File: config.mk
export PLATFORM = sky130hd
export DESIGN_NAME = data_mem_ctrl
export DESIGN_NICKNAME = d
export VERILOG_FILES = /design/src/rtl/data_mem_ctrl.sv
export SDC_FILE = /design/constraint.sdc
export NUM_CORES = 1
export LEC_CHECK = 0
export ABC_AREA = 1
export BUFFER_PORTS_ARGS = -buffer_cell sky130_fd_sc_hd__buf_2
export CORE_MARGIN = 5
export CORE_UTILIZATION = 45
export DETAILED_ROUTE_END_ITERATION = 12
export HOLD_SLACK_MARGIN = 0.06
export PLACE_DENSITY = 0.72
export SLEW_MARGIN = 20
export SYNTH_ARGS = -nofsm -noshare
export SYNTH_HDL_FRONTEND = slang
export SYNTH_SLANG_ARGS = --single-unit
File: constraint.sdc
create_clock -name Clk -period 1.7 [get_ports Clk]
set_input_delay 0.085 -clock Clk [delete_from_list [all_inputs] [get_ports Clk]]
set_output_delay 0.085 -clock Clk [all_outputs]
set_load 0.01 [all_outputs]
File: src/rtl/data_mem_ctrl.sv
// Load/store sequencer between the CPU control unit and a 256x32 word-addressed data RAM.
// Breaks each request into single-cycle RAM accesses and handles lane extraction and sub-word read-modify-write.
module data_mem_ctrl #(
    parameter int RAM_WORDS = 256
) (
    input  logic        Clk,
    input  logic        Reset,
    input  logic        MFA,
    input  logic        ReadWrite,
    input  logic [1:0]  DataSize,
    input  logic        Signed,
    input  logic [31:0] Address,
    input  logic [31:0] DataIn,
    input  logic [31:0] DataInHi,
    output logic [31:0] DataOut,
    output logic [31:0] DataOutHi,
    output logic        MOC,
    output logic        Fault,
    output logic        Busy,
    output logic        RamEnable,
    output logic        RamReadWrite,
    output logic [7:0]  RamAddress,
    output logic [31:0] RamWrData,
    input  logic [31:0] RamRdData
);

    typedef enum logic [3:0] {
        IDLE,
        RD0,
        RD1,
        CAP,
        RMW_RD,
        RMW_MRG,
        WR0,
        WR1,
        DONE
    } state_t;

    localparam logic [1:0] SZ_B = 2'b00;
    localparam logic [1:0] SZ_H = 2'b01;
    localparam logic [1:0] SZ_W = 2'b10;
    localparam logic [1:0] SZ_D = 2'b11;
    localparam logic [7:0] LAST_IDX = 8'(RAM_WORDS - 1);

    state_t      state_q, state_d;
    logic        rw_q, rw_d;
    logic [1:0]  size_q, size_d;
    logic        sgn_q, sgn_d;
    logic [1:0]  lane_q, lane_d;
    logic [7:0]  idx_q, idx_d;
    logic [31:0] wdata_q, wdata_d;
    logic [31:0] wdata_hi_q, wdata_hi_d;
    logic [31:0] dout_q, dout_d;
    logic [31:0] dout_hi_q, dout_hi_d;
    logic        fault_q, fault_d;

    logic        misalign;
    logic        req_fault;
    logic [4:0]  shamt;
    logic [31:0] rd_shift;
    logic [31:0] load_ext;
    logic [31:0] lane_mask;
    logic [31:0] merged;

    logic        ram_en;
    logic        ram_wr;
    logic [7:0]  ram_addr;
    logic [31:0] ram_wdata;

    // Request screening is done on the raw inputs so a rejected request never reaches the RAM.
    always_comb begin
        misalign = 1'b0;
        case (DataSize)
            SZ_H:       misalign = Address[0];
            SZ_W, SZ_D: misalign = (Address[1:0] != 2'b00);
            default:    misalign = 1'b0;
        endcase
        req_fault = misalign
                 || (Address[31:10] != 22'd0)
                 || ((DataSize == SZ_D) && (Address[9:2] == LAST_IDX));
    end

    always_comb begin
        shamt    = {lane_q, 3'b000};
        rd_shift = RamRdData >> shamt;
        case (size_q)
            SZ_B:    load_ext = sgn_q ? {{24{rd_shift[7]}}, rd_shift[7:0]}
                                      : {24'h000000, rd_shift[7:0]};
            SZ_H:    load_ext = sgn_q ? {{16{rd_shift[15]}}, rd_shift[15:0]}
                                      : {16'h0000, rd_shift[15:0]};
            default: load_ext = RamRdData;
        endcase
        lane_mask = ((size_q == SZ_B) ? 32'h0000_00FF : 32'h0000_FFFF) << shamt;
        merged    = (RamRdData & ~lane_mask) | ((wdata_q << shamt) & lane_mask);
    end

    always_comb begin
        state_d    = state_q;
        rw_d       = rw_q;
        size_d     = size_q;
        sgn_d      = sgn_q;
        lane_d     = lane_q;
        idx_d      = idx_q;
        wdata_d    = wdata_q;
        wdata_hi_d = wdata_hi_q;
        dout_d     = dout_q;
        dout_hi_d  = dout_hi_q;
        fault_d    = fault_q;

        case (state_q)
            IDLE: begin
                if (MFA) begin
                    rw_d       = ReadWrite;
                    size_d     = DataSize;
                    sgn_d      = Signed;
                    lane_d     = Address[1:0];
                    idx_d      = Address[9:2];
                    wdata_d    = DataIn;
                    wdata_hi_d = DataInHi;
                    fault_d    = req_fault;
                    if (req_fault) begin
                        state_d = DONE;
                    end else if (ReadWrite) begin
                        state_d = (DataSize[1] == 1'b0) ? RMW_RD : WR0;
                    end else begin
                        state_d = RD0;
                    end
                end
            end
            RD0: state_d = (size_q == SZ_D) ? RD1 : CAP;
            RD1: begin
                dout_d  = RamRdData;
                state_d = CAP;
            end
            CAP: begin
                if (size_q == SZ_D) begin
                    dout_hi_d = RamRdData;
                end else begin
                    dout_d = load_ext;
                end
                state_d = DONE;
            end
            RMW_RD: state_d = RMW_MRG;
            RMW_MRG: begin
                wdata_d = merged;
                state_d = WR0;
            end
            WR0:  state_d = (size_q == SZ_D) ? WR1 : DONE;
            WR1:  state_d = DONE;
            DONE: state_d = IDLE;
            default: state_d = IDLE;
        endcase
    end

    always_ff @(posedge Clk) begin
        if (!Reset) begin
            state_q    <= IDLE;
            rw_q       <= 1'b0;
            size_q     <= 2'b00;
            sgn_q      <= 1'b0;
            lane_q     <= 2'b00;
            idx_q      <= 8'd0;
            wdata_q    <= 32'd0;
            wdata_hi_q <= 32'd0;
            dout_q     <= 32'd0;
            dout_hi_q  <= 32'd0;
            fault_q    <= 1'b0;
        end else begin
            state_q    <= state_d;
            rw_q       <= rw_d;
            size_q     <= size_d;
            sgn_q      <= sgn_d;
            lane_q     <= lane_d;
            idx_q      <= idx_d;
            wdata_q    <= wdata_d;
            wdata_hi_q <= wdata_hi_d;
            dout_q     <= dout_d;
            dout_hi_q  <= dout_hi_d;
            fault_q    <= fault_d;
        end
    end

    always_comb begin
        ram_en    = 1'b0;
        ram_wr    = 1'b0;
        ram_addr  = 8'd0;
        ram_wdata = 32'd0;
        case (state_q)
            RD0, RMW_RD: begin
                ram_en   = 1'b1;
                ram_addr = idx_q;
            end
            RD1: begin
                ram_en   = 1'b1;
                ram_addr = idx_q + 8'd1;
            end
            WR0: begin
                ram_en    = 1'b1;
                ram_wr    = 1'b1;
                ram_addr  = idx_q;
                ram_wdata = wdata_q;
            end
            WR1: begin
                ram_en    = 1'b1;
                ram_wr    = 1'b1;
                ram_addr  = idx_q + 8'd1;
                ram_wdata = wdata_hi_q;
            end
            default: ram_en = 1'b0;
        endcase
    end

    // Enable is gated by the live reset so nothing is written in the cycle reset is asserted.
    assign RamEnable    = ram_en & Reset;
    assign RamReadWrite = ram_wr;
    assign RamAddress   = ram_addr;
    assign RamWrData    = ram_wdata;

    assign DataOut   = dout_q;
    assign DataOutHi = dout_hi_q;
    assign MOC       = (state_q == DONE);
    assign Fault     = (state_q == DONE) & fault_q;
    assign Busy      = (state_q != IDLE);

    // rw_q is kept for visibility of the in-flight request; the state encodes direction.
    logic unused_rw;
    assign unused_rw = rw_q;

endmodule

==> summary.md <==
| Metric | Value |
|---|---|
| Fraction of the yosys area taken by sequential cells | `39.8%` |
| Vias in the first global route | `8603` |
| CTS tree | `built` |
| Fillers | `1210` |
| Slowest Stage Delay on Critical Path | `0.38 ns` |
| Die height | `138 um` |
| Commonest non-fill, non-tap cells in the layout | `buf_2 (242), nand2_1 (159), o21ai_0 (145), dfxtp_1 (138), a21oi_1 (135)` |
| Top cells by area, synth | `dfxtp_1 (40%), o21ai_0 (11%), a21oi_1 (9.3%)` |
| Status | `finished, violations left` |
| CTS max path bufs | `2` |
| Reg-to-Reg End | `idx_q[6]` |
| Leak | `5.00 nW` |
| Final instance area | `11200 um^2` |
| Fin nets | `1535` |
| Worst-path clk slew | `0.06 ns` |
| Skew final | `0.00643 ns` |
| Post-DP HPWL | `19000 um` |
| Ratio of cells with drive above 1 in the final layout | `30.9%` |
| Mux share of post-synthesis cell area | `0%` |
| Final hold slack | `0.108 ns` |
| Max-cap viol count | `0` |
| Largest net degree at the start of global routing | `47` |
| Hold Violations, Final | `0` |
| Total Routing Usage GR | `29.8%` |
| WS Path Type | `flop to primary output` |
| Rel. slew slack | `50.6%` |
| Layout Area Growth over Synthesis | `52.3%` |
| Crit path from | `state_q[1]` |
| Reg-to-reg slack, setup | `0.09 ns` |
| Worst Setup Start Kind | `flop` |
| Worst slew pin tran | `0.740 ns` |
| Slack of the critical path | `-0.116 ns` |
| Post-synth cell types | `37` |
| Fmax | `551 MHz` |
| Async S/R FF share, synth | `0%` |
| Placed Area | `8830 um^2` |
| Critical Path AT | `1.73 ns` |
| CP required | `1.62 ns` |
| Overall Power | `9.37 mW` |
| Failing checks | `setup timing` |
| Routed Antenna Nets | `0` |
| Synth Area in XOR/XNOR | `0.119%` |
| DR iter-0 viols | `798` |
| Cell depth of the worst flop-to-flop path | `8` |
| First-pass GRT wire length | `44100 um` |
| Compound-cell area share of the yosys netlist | `30.5%` |
| Die area | `19000 um^2` |
| Crit-path max FO | `8` |
| Hold/Removal Path Class | `primary input to flop` |
| CP endpoint kind | `primary output` |
| Mean Syn Cell Area | `7.07 um^2` |
| Cell count after synthesis | `1039` |
| Main combinational cell family by area after synthesis | `compound AO/OA/AOI/OAI gates` |
| Top cell type's share of synthesized area | `39.8%` |
| Post-Syn Area | `7340 um^2` |
| Pre-CTS setup slack | `0.101 ns` |
| Fin crit period | `1.82 ns` |
| Post-synth top area cell | `dfxtp_1` |
| Crit-path slowest cell | `dfxtp_4` |
| Reg2reg start | `state_q[0]` |
| Die width | `138 um` |
| # port buffers | `243` |
| Adder-Cell Fraction of Synth Area | `0.170%` |
| Vias per inst | `5.55` |
| Core area | `15900 um^2` |
| Crit path to | `RamWrData[26]` |
| Setup TNS Final | `-2.69 ns` |
| #FFs+latches synth | `146` |
| Seq. cell area | `2950 um^2` |
| Antenna violations before repair | `1` |
| Final WL | `29700 um` |
| Num ports | `244` |
| Final Slew Violations | `0` |
| # setup viols final | `41` |
| DR WL/cell | `18.3 um` |
| Crit-path cells | `inv_4, nor2_4, nand2_4, inv_4, clkbuf_16, nand2_1, o21ai_1, buf_2` |
| Synth Area in Simple Gates | `18.8%` |
| Synth Flop Type | `dfxtp_1` |
| Synth warn | `0` |
| Inserted Clock Buffers | `17` |
| Power density cells | `838 nW/um^2` |
| CTS HTree Levels | `4` |
| IR drop worst, VDD | `0.000754 V` |
| Starting Density | `46.0%` |
| Multi-input gate area | `3960 um^2` |
| DRT Pass-1 Iters | `5` |
| Cell Rows | `46` |
| Grt ovf | `0` |
| Clk_lat worst skew | `0.43 ns` |
| Crit path top cell by count | `inv_4` |
| Number of flops mapped to enable cells by yosys | `0` |
| Clk root buf | `clkbuf_16` |
| Crit share post-route | `107%` |
| Mapped Nets | `1175` |
| Vias | `9020` |
| CTS sink count | `146` |
| Final Wtd Congestion | `0.912` |
| Most common cell after layout, fill and taps aside | `buf_2` |
| Residual DRC | `0` |
| RSZ-0062 raised after global routing | `true` |
Yosys cell counts, types with 7 or more instances:
master / n
a211oi_1: 18
o31ai_1: 8
o21ai_1: 17
o221ai_1: 8
a21oi_1: 136
nand3_1: 30
inv_1: 96
nand2_1: 165
o211ai_1: 17
o22ai_1: 28
nand2_2: 8
inv_2: 12
buf_6: 7
buf_2: 30
nor3_1: 19
clkbuf_1: 28
nor2_1: 60
o21ai_0: 166
dfxtp_1: 146
logic make-up (layout without fill, tap and decap cells):
group	after synthesis	in the layout
AO/OA/AOI/OAI	405	405
AND/OR/NAND/NOR	307	307
buffers and inverters	179	548
flip-flops	146	146
adder cells (fa/ha/maj)	1	1
XOR/XNOR	1	1
other	0	1
metrics by stage:
stage | std cells | utilization (%)
detailed placement | 1465 | 55.4
CTS | 1616 | 68.1
floorplan | 1039 | -
global route | 1625 | 70.1
finish | 1625 | 70.1
global placement | 1465 | 55.4
worst min-delay path by stage:
stage,start,to,depth (start not counted)
4_1_cts,Reset,DataOut[3],3
5_1_grt,Reset,wdata_q[8],3
6_report,Reset,DataOut[1],3
3_3_place_gp,DataInHi[6],wdata_hi_q[6],3
3_5_place_dp,DataInHi[6],wdata_hi_q[6],3
2_1_floorplan,RamRdData[0],DataOutHi[0],2
timing repair:
item                                   4_1_cts  5_1_grt
cloned                                       1        1
hold buffers                               111        0
buffers inserted                            11        8
endpoints found under the hold margin      132        0
setup endpoints to repair                   41       72
pin swaps                                   12       17
gates resized for setup                     63       58
where the power goes:
part,switching [mW],leakage [nW],internal (mW)
clock network,1.46,0.310,2.76
registers,0.0966,1.20,3.59
logic,0.859,3.49,0.612
total,2.42,5.00,6.95
per-layer routing:
layer	vias up	routed length, um	GRT usage (%)
li1	4262	-	-
met1	4137	11600	36.7
met2	515	14100	48.4
met3	106	2870	8.18
met4	0	1150	14.1
met5	-	0	0
worst max-delay path, delay by kind of cell (launching register included):
family / cells / cell delay [ns]
simple gates: 3 / 0.37
buf+inv: 4 / 0.47
flops: 1 / 0.38
compound gates: 1 / 0.08
cell type report:
| cell class | instances | area share (%) |
|---|---|---|
| Sequential cell | 146 | 26.4 |
| Timing Repair Buffer | 410 | 26.1 |
| Multi-Input combinational cell | 714 | 35.4 |
| Clock inverter | 10 | 1.87 |
| Inverter | 110 | 3.92 |
| Tap cell | 216 | 2.42 |
| Antenna cell | 1 | 0.0224 |
| Clock buffer | 18 | 3.93 |
No activity file was read; power rests on OpenSTA's default activity.
